`src/rtl/seg7_result_display_pkg.sv`:
```
`default_nettype none
// ============================================================================
// Module      : seg7_result_display_pkg
// Description : Shared types and constants for the result display block:
//               converter state encoding, digit count, segment patterns.
// Revision    : 1.0 - initial release
// ============================================================================
package seg7_result_display_pkg;

  localparam int NUM_DIGITS = 4;

  // Active-low segment patterns, bit 0 = a ... bit 6 = g
  localparam logic [6:0] SEG_BLANK = 7'h7F;
  localparam logic [6:0] SEG_DASH  = 7'b0111111;

  // Decimal digit patterns, element N is the pattern for digit N
  localparam logic [9:0][6:0] SEG_TABLE = {
    7'b0010000,  // 9
    7'b0000000,  // 8
    7'b1111000,  // 7
    7'b0000010,  // 6
    7'b0010010,  // 5
    7'b0011001,  // 4
    7'b0110000,  // 3
    7'b0100100,  // 2
    7'b1111001,  // 1
    7'b1000000   // 0
  };

  typedef enum logic [1:0] {
    ST_IDLE  = 2'd0,
    ST_SHIFT = 2'd1,
    ST_DONE  = 2'd2
  } conv_state_e;

  // Non-decimal nibbles never reach the decoder in practice; show nothing
  function automatic logic [6:0] seg_digit(input logic [3:0] d);
    if (d <= 4'd9) begin
      return SEG_TABLE[d];
    end
    return SEG_BLANK;
  endfunction

endpackage
`default_nettype wire

```
`src/rtl/bin2bcd_seq.sv`:
```
`default_nettype none
// ============================================================================
// Module      : bin2bcd_seq
// Description : Free-running iterative 16-bit binary to BCD converter
//               (shift-add-3). One sample every 18 cycles; holds the low four
//               BCD digits and an over-9999 flag of the last sample.
// Revision    : 1.0 - initial release
// ============================================================================
module bin2bcd_seq
  import seg7_result_display_pkg::*;
(
  input  logic        clk,
  input  logic        reset,
  input  logic [15:0] value_i,
  output logic [15:0] bcd_o,
  output logic        ovf_o,
  output logic        done_o
);

  conv_state_e state_q, state_d;
  logic [15:0] shreg_q, shreg_d;
  logic [19:0] acc_q, acc_d;     // five nibbles so 65535 fits without loss
  logic [3:0]  iter_q, iter_d;
  logic        cand_q, cand_d;
  logic [15:0] bcd_q, bcd_d;
  logic        ovf_q, ovf_d;
  logic [19:0] adj;
  logic [35:0] shifted;

  // Converter state and datapath registers
  always_ff @(posedge clk) begin
    if (reset) begin
      state_q <= ST_IDLE;
      shreg_q <= '0;
      acc_q   <= '0;
      iter_q  <= '0;
      cand_q  <= 1'b0;
      bcd_q   <= '0;
      ovf_q   <= 1'b0;
    end else begin
      state_q <= state_d;
      shreg_q <= shreg_d;
      acc_q   <= acc_d;
      iter_q  <= iter_d;
      cand_q  <= cand_d;
      bcd_q   <= bcd_d;
      ovf_q   <= ovf_d;
    end
  end

  // Next-state: snapshot, 16 add-3-then-shift steps, publish
  always_comb begin
    state_d = state_q;
    shreg_d = shreg_q;
    acc_d   = acc_q;
    iter_d  = iter_q;
    cand_d  = cand_q;
    bcd_d   = bcd_q;
    ovf_d   = ovf_q;
    adj     = acc_q;
    for (int k = 0; k < 5; k++) begin
      if (acc_q[4*k +: 4] >= 4'd5) begin
        adj[4*k +: 4] = acc_q[4*k +: 4] + 4'd3;
      end
    end
    shifted = {adj, shreg_q} << 1;

    case (state_q)
      ST_IDLE: begin
        shreg_d = value_i;
        acc_d   = '0;
        cand_d  = (value_i > 16'd9999);
        iter_d  = '0;
        state_d = ST_SHIFT;
      end
      ST_SHIFT: begin
        acc_d   = shifted[35:16];
        shreg_d = shifted[15:0];
        iter_d  = iter_q + 4'd1;
        if (iter_q == 4'd15) begin
          state_d = ST_DONE;
        end
      end
      ST_DONE: begin
        bcd_d   = acc_q[15:0];
        ovf_d   = cand_q;
        state_d = ST_IDLE;
      end
      default: begin
        state_d = ST_IDLE;
      end
    endcase
  end

  assign bcd_o  = bcd_q;
  assign ovf_o  = ovf_q;
  assign done_o = (state_q == ST_DONE);

endmodule
`default_nettype wire

```
`src/rtl/seg7_result_display.sv`:
```
`default_nettype none
// ============================================================================
// Module      : seg7_result_display
// Description : Shows the solver result on a 4-digit multiplexed common-anode
//               seven-segment display with leading-zero blanking and a dash
//               pattern when the value exceeds four digits.
// Revision    : 1.0 - initial release
// ============================================================================
module seg7_result_display
  import seg7_result_display_pkg::*;
#(
  parameter int SCAN_DIV = 100000,
  parameter bit BLANK_LZ = 1'b1
) (
  input  logic                  clk,
  input  logic                  reset,
  input  logic [15:0]           value,
  output logic [NUM_DIGITS-1:0] an,
  output logic [6:0]            seg,
  output logic                  dp,
  output logic [15:0]           bcd_out,
  output logic                  bcd_valid,
  output logic                  ovf
);

  localparam int                CNT_W   = $clog2(SCAN_DIV);
  localparam logic [CNT_W-1:0]  CNT_MAX = CNT_W'(SCAN_DIV - 1);

  logic [CNT_W-1:0]      cnt_q;
  logic [1:0]            idx_q;
  logic                  valid_q;
  logic                  conv_done;
  logic [NUM_DIGITS-1:0] an_q, an_d;
  logic [6:0]            seg_q, seg_d;
  logic [3:0]            digit;
  logic                  upper_zero;

  bin2bcd_seq u_conv (
    .clk     (clk),
    .reset   (reset),
    .value_i (value),
    .bcd_o   (bcd_out),
    .ovf_o   (ovf),
    .done_o  (conv_done)
  );

  // Digit slot timer and digit index
  always_ff @(posedge clk) begin
    if (reset) begin
      cnt_q <= '0;
      idx_q <= '0;
    end else if (cnt_q == CNT_MAX) begin
      cnt_q <= '0;
      idx_q <= idx_q + 2'd1;
    end else begin
      cnt_q <= cnt_q + CNT_W'(1);
    end
  end

  // Sticky flag: a conversion has completed since reset
  always_ff @(posedge clk) begin
    if (reset) begin
      valid_q <= 1'b0;
    end else if (conv_done) begin
      valid_q <= 1'b1;
    end
  end

  // Anode select and segment pattern for the current digit slot
  always_comb begin
    digit      = bcd_out[{idx_q, 2'b00} +: 4];
    upper_zero = ((bcd_out >> {idx_q, 2'b00}) == 16'd0);
    an_d       = ~(NUM_DIGITS'(1) << idx_q);
    seg_d      = SEG_BLANK;
    if (!valid_q) begin
      seg_d = SEG_BLANK;
    end else if (ovf) begin
      seg_d = SEG_DASH;
    end else if (BLANK_LZ && (idx_q != 2'd0) && upper_zero) begin
      seg_d = SEG_BLANK;
    end else begin
      seg_d = seg_digit(digit);
    end
  end

  // Registered pin drivers
  always_ff @(posedge clk) begin
    if (reset) begin
      an_q  <= '1;
      seg_q <= SEG_BLANK;
    end else begin
      an_q  <= an_d;
      seg_q <= seg_d;
    end
  end

  assign an        = an_q;
  assign seg       = seg_q;
  assign dp        = 1'b1;
  assign bcd_valid = valid_q;

endmodule
`default_nettype wire
```
`config.mk`:
```
export PLATFORM = sky130hd
export DESIGN_NAME = seg7_result_display
export DESIGN_NICKNAME = d
export VERILOG_FILES = /design/src/rtl/seg7_result_display_pkg.sv /design/src/rtl/bin2bcd_seq.sv /design/src/rtl/seg7_result_display.sv
export SDC_FILE = /design/constraint.sdc
export NUM_CORES = 1
export LEC_CHECK = 0
export ABC_CLOCK_PERIOD_IN_PS = 2000
export CORE_MARGIN = 3
export CORE_UTILIZATION = 39
export CTS_BUF_LIST = sky130_fd_sc_hd__clkbuf_16
export CTS_CLUSTER_DIAMETER = 40
export DETAILED_ROUTE_END_ITERATION = 8
export PLACE_DENSITY_LB_ADDON = 0.1
export SKIP_LAST_GASP = 1
export SLEW_MARGIN = 20
export SYNTH_ARGS = -nofsm -noshare
export SYNTH_HDL_FRONTEND = slang
export SYNTH_SLANG_ARGS = --single-unit
```
`constraint.sdc`:
```
create_clock -name clk -period 2 [get_ports clk]
set_input_delay 0.5 -clock clk [delete_from_list [all_inputs] [get_ports clk]]
set_output_delay 0.5 -clock clk [all_outputs]
set_load 0.005 [all_outputs]
```
==> results.sh <==
export IMPL_cp_start_kind="register"
export IMPL_synth_top_cell_area_share_pct=43.5
export IMPL_hold_path_class="reg2reg"
export IMPL_first_global_vias=3142
export IMPL_drv_cap=0
export IMPL_drive_above_1_share_pct=9.07
export IMPL_synth_nets=510
export IMPL_mostFrequentLayoutCells="86 x dfxtp_1, 83 x nor2_1, 51 x a21oi_1"
export IMPL_ir_drop_mv=0.346
export IMPL_grt_pass1_wl_um=14500
export IMPL_slew_headroom_pct=57.7
export IMPL_ys_types=44
export IMPL_hold_buffers=0
export IMPL_regToRegStartpoint="idx_q[0]"
export IMPL_fin_crit_sh_pct=95.3
export IMPL_clock_root_buffer="clkbuf_16"
export IMPL_dr_pass1_iters=5
export IMPL_p_leak_nw=1.85
export IMPL_setup_viol=0
export IMPL_io_pin_count=48
export IMPL_cp_startpoint="idx_q[0]"
export IMPL_synth_warnings=0
export IMPL_hold_violations=0
export IMPL_antenna_found_initial=0
export IMPL_track_usage_pct=15.7
export IMPL_dp_hpwl_um=5960
export IMPL_synth_area_um2=4000
export IMPL_antenna_cells=0
export IMPL_fin_worst_skew_ns=0.00655
export IMPL_critical_path_endpoint_type="register"
export IMPL_grt_max_degree=47
export IMPL_worstMarginPinSlew_ns=0.634
export IMPL_synthTopCellsByArea="dfxtp_1 44%, nor2_1 7.8%, a21oi_1 6.4%"
export IMPL_worstPathArrival_ns=2.13
export IMPL_cts_sinks=87
export IMPL_hold_path_startpoint="cnt_q[0]"
export IMPL_ys_ff_latch=87
export IMPL_finalPower_mw=3.79
export IMPL_fin_util_pct=50.8
export IMPL_async_reset_ff_share_pct=0
export IMPL_clockBufferDepth=2
export IMPL_clk_pin_slew_worst_paths_ns=0.07
export IMPL_die_y_um=107
export IMPL_period_needed_ns=1.91
export IMPL_cts_max_level=3
export IMPL_postSynthCellCount=474
export IMPL_core_um2=9860
export IMPL_numCtsBuffers=9
export IMPL_gp_congestion=0.805
export IMPL_synth_edff_count=0
export IMPL_syn_area_per_cell_um2=8.45
export IMPL_whs_endpoint="cnt_q[0]"
export IMPL_via_count=3260
export IMPL_place_ws_ns=0.0481
export IMPL_ys_seq_area_share_pct=43.5
export IMPL_cts_tree="built"
export IMPL_critPathRequiredTime_ns=2.22
export IMPL_die_area_um2=11500
export IMPL_area_delta_synth_final_pct=25.2
export IMPL_worstPathMaxFanout=6
export IMPL_clk_latency_ns=0.34
export IMPL_fp_row_count=36
export IMPL_worst_setup_path_type="reg2reg"
export IMPL_synthFlopType="dfxtp_1"
export IMPL_start_util_pct=40.6
export IMPL_layout_commonest_cell="dfxtp_1"
export IMPL_fin_nets=560
export IMPL_synth_top_area_cell="dfxtp_1"
export IMPL_r2r_end="seg[4]"
export IMPL_routed_wl_um=8450
export IMPL_grt_overflow_total=0
export IMPL_detail_route_antenna_nets=0
export IMPL_viasPerCell=4.92
export IMPL_port_buffers=46
export IMPL_hold_path_depth=1
export IMPL_max_clock_freq_ghz=0.524
export IMPL_nFillCells=946
export IMPL_fp_dieW_um=107
export IMPL_drv_slew=0
export IMPL_drtIter0Drc=108
export IMPL_reg2regPathDepth=8
export IMPL_fin_setup_tns_ns=0
export IMPL_powerDensity_nw_per_um2=756
export IMPL_drc=0
export IMPL_r2r_slack_ns=0.09
export IMPL_status="finished clean"
export IMPL_finalWorstSetupSlack_ns=0.0930
export IMPL_route_detailed_wl_per_inst_um=12.8
[layout make-up]
type,count,area [µm²],share of cell area [%]
multi-input combinational,342,2100,41.8
sequential,87,1750,34.8
timing repair buffer,64,603,12.0
clock buffer,9,225,4.49
tap,133,166,3.32
clock inverter,7,103,2.05
inverter,20,75.1,1.50
[cell families (layout without fill, tap and decap cells)]
group | after synthesis | count (layout) | synth area share [%]
and+or+nand+nor | 191 | 191 | 21.6
adders and majority gates | 18 | 18 | 5.63
buffers and inverters | 45 | 100 | 5.03
AOI/OAI and AO/OA | 85 | 85 | 11.6
DFF | 87 | 87 | 43.5
muxes | 24 | 24 | 7.53
xor gates and xnor gates | 23 | 23 | 5.03
other | 1 | 1 | 0.0937
[worst max path at each step]
stage,cells after the start,slack (ns),end
after floorplan,9,0.007,seg[4]
after global placement,8,0.1,seg[4]
after detailed placement,8,0.05,seg[5]
after CTS,8,0.05,seg[5]
after global routing,8,-0.02,seg[4]
final,8,0.09,seg[4]
[power by group]
group / switching, mW / internal [mW]
registers: 0.0187 / 1.76
clock network: 0.735 / 1.11
logic: 0.0863 / 0.0834
[timing repair]
action,CTS,global route
setup buffers,0,1
endpoints found under the setup margin,0,7
resized for setup,0,5
[cell usage after synthesis, drive strengths merged, types with 3 or more instances]
cell and instances:
a21oi 51, a22oi 7, and2 3, buf 7, clkbuf 18, dfxtp 87
ha 18, inv 19, mux2i 20, mux4 4, nand2 48, nand2b 10
nand3 13, nor2 83, nor3 14, nor4 8, o21ai 19, xnor2 15
xor2 8
[registers in the layout (all words and copies together), names as in the netlist]
| register | count |
|---|---|
| u_conv.shreg_q | 16 |
| an | 4 |
| bcd_valid | 1 |
| u_conv.bcd_o | 16 |
| u_conv.state_q | 2 |
| u_conv.acc_q | 16 |
| seg | 7 |
| cnt_q | 17 |
| u_conv.ovf_o | 1 |
| u_conv.iter_q | 4 |
| idx_q | 2 |
| u_conv.cand_q | 1 |
[through the flow]
stage	instances	instance area [µm²]	hold slack [ns]
detailed placement	645	4660	0.453
CTS	661	4990	0.468
finish	662	5010	0.465
global route	662	5010	0.505
floorplan	474	4030	0.426
global placement	645	4660	0.446
[per-layer routing]
metal / part of all wire [%] / track usage, % / vias up / routed length, µm
met5: 0 / 0 / - / 0
met4: 1.9 / 6.58 / 0 / 161
met3: 3.9 / 3.48 / 12 / 333
met2: 46 / 25.5 / 54 / 3910
met1: 48 / 20.1 / 1502 / 4050
li1: - / - / 1692 / -
[critical path, cell delays in order (launching register included)]
cell and delay, ns:
dfxtp_4 0.36, mux4_2 0.53, inv_2 0.12, ha_4 0.16, nor2_1 0.05, o21ai_2 0.16, o31ai_4 0.11, nor3_4 0.20
o211ai_1 0.12
(Power assumes the default switching activity.)
